[config.mk]
export PLATFORM = sky130hd
export DESIGN_NAME = alu_seq
export DESIGN_NICKNAME = d
export VERILOG_FILES = /design/src/rtl/alu_defines.sv /design/src/rtl/alu_seq_mul.sv /design/src/rtl/alu_seq.sv
export SDC_FILE = /design/constraint.sdc
export NUM_CORES = 1
export LEC_CHECK = 0
export CAP_MARGIN = 20
export CORE_MARGIN = 5
export CORE_UTILIZATION = 30
export CTS_BUF_LIST = sky130_fd_sc_hd__clkbuf_8
export DETAILED_ROUTE_END_ITERATION = 16
export SYNTH_ARGS = -nofsm -noshare
export SYNTH_HDL_FRONTEND = slang
export SYNTH_HIERARCHICAL = 1
export SYNTH_SLANG_ARGS = --single-unit
[constraint.sdc]
create_clock -name clock -period 4.74 [get_ports clock]
set_clock_uncertainty 0.2 [all_clocks]
set_input_delay 0.711 -clock clock [delete_from_list [all_inputs] [get_ports clock]]
set_output_delay 0.711 -clock clock [all_outputs]
set_load 0.02 [all_outputs]
[src/rtl/alu_defines.sv]
// Shared opcode constants and FSM state encoding for the sequential ALU.
package alu_defines;

    localparam logic [3:0] OpAdd = 4'd2;
    localparam logic [3:0] OpSub = 4'd3;
    localparam logic [3:0] OpAnd = 4'd4;
    localparam logic [3:0] OpOr  = 4'd5;
    localparam logic [3:0] OpNor = 4'd6;
    localparam logic [3:0] OpXor = 4'd7;
    localparam logic [3:0] OpMul = 4'd8;

    typedef enum logic [1:0] {
        StIdle = 2'd0,
        StMul  = 2'd1,
        StDone = 2'd2
    } alu_state_e;

endpackage

[src/rtl/alu_seq_mul.sv]
// Iterative unsigned shift-add multiplier: one multiplier bit per cycle, WIDTH steps.
// done is high during the final step; product carries the finished value in that cycle.
module alu_seq_mul #(
    parameter int unsigned WIDTH = 32
) (
    input  logic                 clock,
    input  logic                 reset,
    input  logic                 start,
    input  logic [WIDTH-1:0]     a,
    input  logic [WIDTH-1:0]     b,
    output logic                 done,
    output logic [2*WIDTH-1:0]   product
);

    localparam int unsigned CntW = $clog2(WIDTH + 1);

    logic [WIDTH-1:0]   mcand_q;
    logic [2*WIDTH-1:0] prod_q;   // {partial high, remaining multiplier bits}
    logic [CntW-1:0]    count_q;
    logic               busy_q;
    logic [WIDTH:0]     sum;

    // One shift-add step: add multiplicand to the high half when the current multiplier bit is set.
    always_comb begin
        sum = {1'b0, prod_q[2*WIDTH-1:WIDTH]} +
              (prod_q[0] ? {1'b0, mcand_q} : {(WIDTH + 1){1'b0}});
    end

    assign product = {sum, prod_q[WIDTH-1:1]};
    assign done    = busy_q && (count_q == CntW'(1));

    // Load operands on start, then step until the bit counter runs out.
    always_ff @(posedge clock or negedge reset) begin
        if (!reset) begin
            mcand_q <= '0;
            prod_q  <= '0;
            count_q <= '0;
            busy_q  <= 1'b0;
        end else if (start) begin
            mcand_q <= a;
            prod_q  <= {{WIDTH{1'b0}}, b};
            count_q <= CntW'(WIDTH);
            busy_q  <= 1'b1;
        end else if (busy_q) begin
            prod_q  <= product;
            count_q <= count_q - CntW'(1);
            if (count_q == CntW'(1)) begin
                busy_q <= 1'b0;
            end
        end
    end

endmodule

[src/rtl/alu_seq.sv]
// Sequential ALU with valid/ready handshakes; single-cycle logic/arith ops, iterative MUL.
module alu_seq
    import alu_defines::*;
#(
    parameter int unsigned WIDTH = 32
) (
    input  logic             clock,
    input  logic             reset,
    input  logic             in_valid,
    output logic             in_ready,
    input  logic [WIDTH-1:0] A,
    input  logic [WIDTH-1:0] B,
    input  logic [3:0]       control,
    output logic             out_valid,
    input  logic             out_ready,
    output logic [WIDTH-1:0] out,
    output logic [WIDTH-1:0] out_hi,
    output logic             overflow,
    output logic             zero,
    output logic             negative
);

    alu_state_e         state_q;
    logic [WIDTH-1:0]   out_q;
    logic [WIDTH-1:0]   out_hi_q;
    logic               overflow_q;
    logic               zero_q;
    logic               negative_q;

    logic               accept;
    logic               mul_start;
    logic               mul_done;
    logic [2*WIDTH-1:0] mul_product;
    logic [WIDTH-1:0]   alu_res;
    logic               alu_ovf;

    assign in_ready  = (state_q == StIdle) || ((state_q == StDone) && out_ready);
    assign accept    = in_valid && in_ready;
    assign mul_start = accept && (control == OpMul);

    assign out_valid = (state_q == StDone);
    assign out       = out_q;
    assign out_hi    = out_hi_q;
    assign overflow  = overflow_q;
    assign zero      = zero_q;
    assign negative  = negative_q;

    alu_seq_mul #(
        .WIDTH (WIDTH)
    ) u_mul (
        .clock   (clock),
        .reset   (reset),
        .start   (mul_start),
        .a       (A),
        .b       (B),
        .done    (mul_done),
        .product (mul_product)
    );

    // Single-cycle result for every non-MUL opcode; undefined opcodes yield zero.
    always_comb begin
        alu_res = '0;
        alu_ovf = 1'b0;
        case (control)
            OpAdd: begin
                alu_res = A + B;
                alu_ovf = (A[WIDTH-1] == B[WIDTH-1]) && (alu_res[WIDTH-1] != A[WIDTH-1]);
            end
            OpSub: begin
                alu_res = A - B;
                alu_ovf = (A[WIDTH-1] != B[WIDTH-1]) && (alu_res[WIDTH-1] != A[WIDTH-1]);
            end
            OpAnd:   alu_res = A & B;
            OpOr:    alu_res = A | B;
            OpNor:   alu_res = ~(A | B);
            OpXor:   alu_res = A ^ B;
            default: alu_res = '0;
        endcase
    end

    // Control FSM with registered result and flags, held while DONE awaits out_ready.
    always_ff @(posedge clock or negedge reset) begin
        if (!reset) begin
            state_q    <= StIdle;
            out_q      <= '0;
            out_hi_q   <= '0;
            overflow_q <= 1'b0;
            zero_q     <= 1'b0;
            negative_q <= 1'b0;
        end else begin
            case (state_q)
                StIdle, StDone: begin
                    if (accept) begin
                        if (control == OpMul) begin
                            state_q <= StMul;
                        end else begin
                            state_q    <= StDone;
                            out_q      <= alu_res;
                            out_hi_q   <= '0;
                            overflow_q <= alu_ovf;
                            zero_q     <= (alu_res == '0);
                            negative_q <= alu_res[WIDTH-1];
                        end
                    end else if ((state_q == StDone) && out_ready) begin
                        state_q <= StIdle;
                    end
                end
                StMul: begin
                    if (mul_done) begin
                        state_q    <= StDone;
                        out_q      <= mul_product[WIDTH-1:0];
                        out_hi_q   <= mul_product[2*WIDTH-1:WIDTH];
                        overflow_q <= (mul_product[2*WIDTH-1:WIDTH] != '0);
                        zero_q     <= (mul_product == '0);
                        negative_q <= mul_product[2*WIDTH-1];
                    end
                end
                default: state_q <= StIdle;
            endcase
        end
    end

endmodule

==> flow_summary.ini, run 1 <==
[yosys]
syn_avg_cell_area_sq_um = 8.05
yosysWarningCount = 6
yosys_register_bits = 172
ys.flop_type = sky130_fd_sc_hd__dfrtp_1
syn_inst = 1989
synth_fp_nets = 2202
async_reset_ff_share_pct = 100
yosysSeqAreaShare_pct = 26.9
synth_enable_flop_cells = 0
post_synth_instance_area_sq_um = 16000
synthDistinctLibCells = 97

[setup_path]
timing.rr.start = u_mul/prod_q[0]
critPathArrivalTime_ns = 4.68
reg2reg_depth = 16
timing.rr.end = zero
path_max_fanout = 3
worst_setup_path_end_kind = flip-flop
startpoint_type = primary input
timing.setup.critical_path_class = in2reg
reg2reg_slack_ns = 0.29
timing.critical_path.required_ns = 4.94

[clock_tree]
post_cts_buffers = 0
clkSlewWorstSetupHoldPaths_ns = 0.09
cts_hold_buffers = 0
cts_sinks = 172
clock_tree_from_tritoncts = built
inserted_clock_buffers = 17
root_buffer = sky130_fd_sc_hd__clkbuf_8
cts.repair.resized = 0
cts_max_level = 4
insertion_delay_ns = 0.49
clockBufferDepth = 2

[timing]
worstMarginPinSlew_ns = 1.03
final_min_period_over_clock_period_pct = 94.4
slew_headroom_pct = 31.0
setup_violations = 0
timing.final.max_slew_violations = 0
report.final.hold_viol_count = 0
rsz_0062_raised_after_global_routing = no
fmax_mhz = 224
final_period_minus_worst_setup_slack_ns = 4.47
hold_slack_ns = 0.101

[route]
route.antenna.remaining_nets = 0
routed_via_density = 5.49
drt-wirelength-per-cell_microns = 21.3
first_iter_violations = 1384
drcViolationCount = 0
firstDrtPassIters = 5
finalWirelength_microns = 62900
dr_total_vias = 16223

[placement]
gp_routability_congestion = 0.968
place_hpwl_microns = 51000
dpl-instance-area_sq_um = 19600
place.port_buffers = 140

[pwr]
seq_power_share_pct = 30.1
power.clock.fraction_pct = 12.5
power_frac_comb_pct = 57.4
net-switching-power_mw = 3.54
vdd.ir_drop.worst_v = 0.000222
proportion_of_total_power_due_to_net_switching_pct = 45.4
power.leakage_nw = 9.20
power_density_over_the_cells_nw_per_um2 = 390
power.internal_mw = 4.24

[floorplan]
effective_utilization_at_floorplan_pct = 30.4
rows = 84
dieHeight_microns = 241
top_level_i_o_count = 141
core-area_sq_um = 52800
dieArea_sq_um = 58100
chipWidth_microns = 241

[status]
status = completed

[layout]
fin_nets = 2468
finalInstanceArea_sq_um = 19900
drive_gt1_share_pct = 16.7
antenna_cells_inserted = 0
num-fill-cells = 5477
areaGrowthSynthToFinish_pct = 24.5

[flow_run]
drv.max_cap_violation_count = 0

[hold_path]
hold_class = in2async

[global_route]
grt.total_usage_pct = 21.2
grt_start_max_net_pins = 88
grt_pass1_wl_microns = 96100
first_global_vias = 16055
grt.overflow.total = 0
antenna_found_initial = 1
## state kept, by name, indices dropped and copies added (netlist names)
name and flops:
negative 1, out_hi 32, u_mul/busy_q 1, u_mul/count_q 6
overflow 1, u_mul/prod_q 64, state_q 2, zero 1
out 32, u_mul/mcand_q 32
## worst max-delay path: stages
cell and delay, ns:
sky130_fd_sc_hd__clkdlybuf4s50_1 0.51, sky130_fd_sc_hd__inv_1 0.07, sky130_fd_sc_hd__ha_1 0.22, sky130_fd_sc_hd__inv_1 0.08, sky130_fd_sc_hd__fa_1 0.40, sky130_fd_sc_hd__and4b_1 0.21, sky130_fd_sc_hd__a311oi_1 0.24, sky130_fd_sc_hd__o221ai_1 0.19
sky130_fd_sc_hd__or4_1 0.57, sky130_fd_sc_hd__a211oi_2 0.17, sky130_fd_sc_hd__nand4_1 0.16, sky130_fd_sc_hd__nor4_2 0.26, sky130_fd_sc_hd__nand4_1 0.21, sky130_fd_sc_hd__nor4_1 0.29, sky130_fd_sc_hd__nand4b_1 0.14, sky130_fd_sc_hd__o31ai_2 0.23
## Yosys cell counts, types with 17 or more instances
| cell type | instances | area share [%] |
|---|---|---|
| sky130_fd_sc_hd__and2_1 | 40 | 1.6 |
| sky130_fd_sc_hd__clkbuf_1 | 76 | 1.8 |
| sky130_fd_sc_hd__nand3_1 | 66 | 2.1 |
| sky130_fd_sc_hd__mux2_2 | 36 | 2.5 |
| sky130_fd_sc_hd__a211oi_1 | 31 | 1.5 |
| sky130_fd_sc_hd__o21ai_0 | 116 | 3.6 |
| sky130_fd_sc_hd__nor2_1 | 151 | 3.5 |
| sky130_fd_sc_hd__mux2i_1 | 73 | 4.6 |
| sky130_fd_sc_hd__xnor2_1 | 34 | 1.9 |
| sky130_fd_sc_hd__inv_1 | 118 | 2.8 |
| sky130_fd_sc_hd__a31oi_1 | 25 | 0.98 |
| sky130_fd_sc_hd__o211ai_1 | 27 | 1.3 |
| sky130_fd_sc_hd__nand2_1 | 217 | 5.1 |
| sky130_fd_sc_hd__nor4_1 | 33 | 1.3 |
| sky130_fd_sc_hd__nor2b_1 | 29 | 1.1 |
| sky130_fd_sc_hd__buf_4 | 31 | 1.5 |
| sky130_fd_sc_hd__nand2b_1 | 18 | 0.70 |
| sky130_fd_sc_hd__a22o_1 | 17 | 0.93 |
| sky130_fd_sc_hd__nand4_1 | 30 | 1.2 |
| sky130_fd_sc_hd__ha_1 | 138 | 11 |
| sky130_fd_sc_hd__buf_2 | 33 | 1.0 |
| sky130_fd_sc_hd__o31ai_1 | 20 | 0.94 |
| sky130_fd_sc_hd__a21o_1 | 27 | 1.3 |
| sky130_fd_sc_hd__dfrtp_1 | 172 | 27 |
| sky130_fd_sc_hd__a21oi_1 | 139 | 4.3 |
| sky130_fd_sc_hd__nor3_1 | 35 | 1.1 |
## layout by cell type (no fill, tap or decap), types with 36 or more instances in the layout
cell type	synthesis	layout
sky130_fd_sc_hd__mux2i_1	73	73
sky130_fd_sc_hd__o21ai_0	116	116
sky130_fd_sc_hd__a21oi_1	139	138
sky130_fd_sc_hd__buf_4	31	261
sky130_fd_sc_hd__ha_1	138	138
sky130_fd_sc_hd__nand3_1	66	66
sky130_fd_sc_hd__and2_1	40	40
sky130_fd_sc_hd__mux2_2	36	36
sky130_fd_sc_hd__nor2_1	151	149
sky130_fd_sc_hd__nand2_1	217	217
sky130_fd_sc_hd__clkdlybuf4s50_1	0	137
sky130_fd_sc_hd__inv_1	118	123
sky130_fd_sc_hd__dfrtp_1	172	171
## cell type report
| class | count | area [sq um] | area share, % |
|---|---|---|---|
| Clock inverter | 13 | 104 | 0.521 |
| Clock buffer | 18 | 248 | 1.24 |
| Timing Repair Buffer | 404 | 3410 | 17.1 |
| Sequential cell | 172 | 4310 | 21.6 |
| Multi-Input combinational cell | 1542 | 10600 | 53.0 |
| Tap cell | 688 | 861 | 4.32 |
| Inverter | 118 | 443 | 2.22 |
## cells by family after synthesis
kind of cell | Yosys count | synth area share, %
AO/OA/AOI/OAI | 581 | 24.9
adder cells (fa/ha/maj) | 141 | 11.2
multiplexers | 110 | 7.19
XOR/XNOR | 47 | 2.62
AND/OR/NAND/NOR | 663 | 19.7
flip-flops | 172 | 26.9
buffers and inverters | 275 | 7.52
## through the flow
stage / worst slack, ns / setup TNS, ns / instances / power [mW] / utilization [%]
4_1_cts: 0.196 / 0 / 2955 / 7.77 / 37.7
5_1_grt: 0.0523 / 0 / 2955 / 8.33 / 37.8
2_1_floorplan: 0.710 / 0 / 1989 / 5.32 / -
6_report: 0.268 / 0 / 2955 / 7.78 / 37.8
3_5_place_dp: -0.245 / -0.486 / 2924 / 6.78 / 37.1
3_3_place_gp: -0.285 / -0.345 / 2924 / 6.71 / 37.1
## routing by layer
metal / global-route usage [%] / wire length, microns
met4: 4.89 / 1170
met5: 0 / 0
met3: 3.28 / 4040
met1: 30.0 / 29000
met2: 34.2 / 28700
## worst max-delay path by stage
stage                 to            start  slack [ns]  cells past startpoint
finish              zero             A[0]        0.27                     16
CTS                 zero  u_mul/prod_q[0]        0.20                     16
floorplan           zero             A[0]        0.71                     15
global placement    zero             A[0]       -0.29                     17
detailed placement  zero             A[0]       -0.25                     17
global route        zero             A[0]        0.05                     17
## power by group through the flow
| stage | registers, mW | clock network [mW] | logic [mW] |
|---|---|---|---|
| global placement | 2.35 | 0 | 4.36 |
| CTS | 2.34 | 1.01 | 4.43 |
| global route | 2.40 | 1.06 | 4.87 |
| floorplan | 2.30 | 0 | 3.02 |
| finish | 2.34 | 0.973 | 4.46 |
| detailed placement | 2.36 | 0 | 4.42 |
Note: power is estimated with default switching activity, not from simulation.
==> inputs of run 2 (changes only) <==
Settings changed: SLEW_MARGIN set to 20.
==> results of run 2 <==
Same layout as run 1: the final DEF is identical, and so are final timing and power.
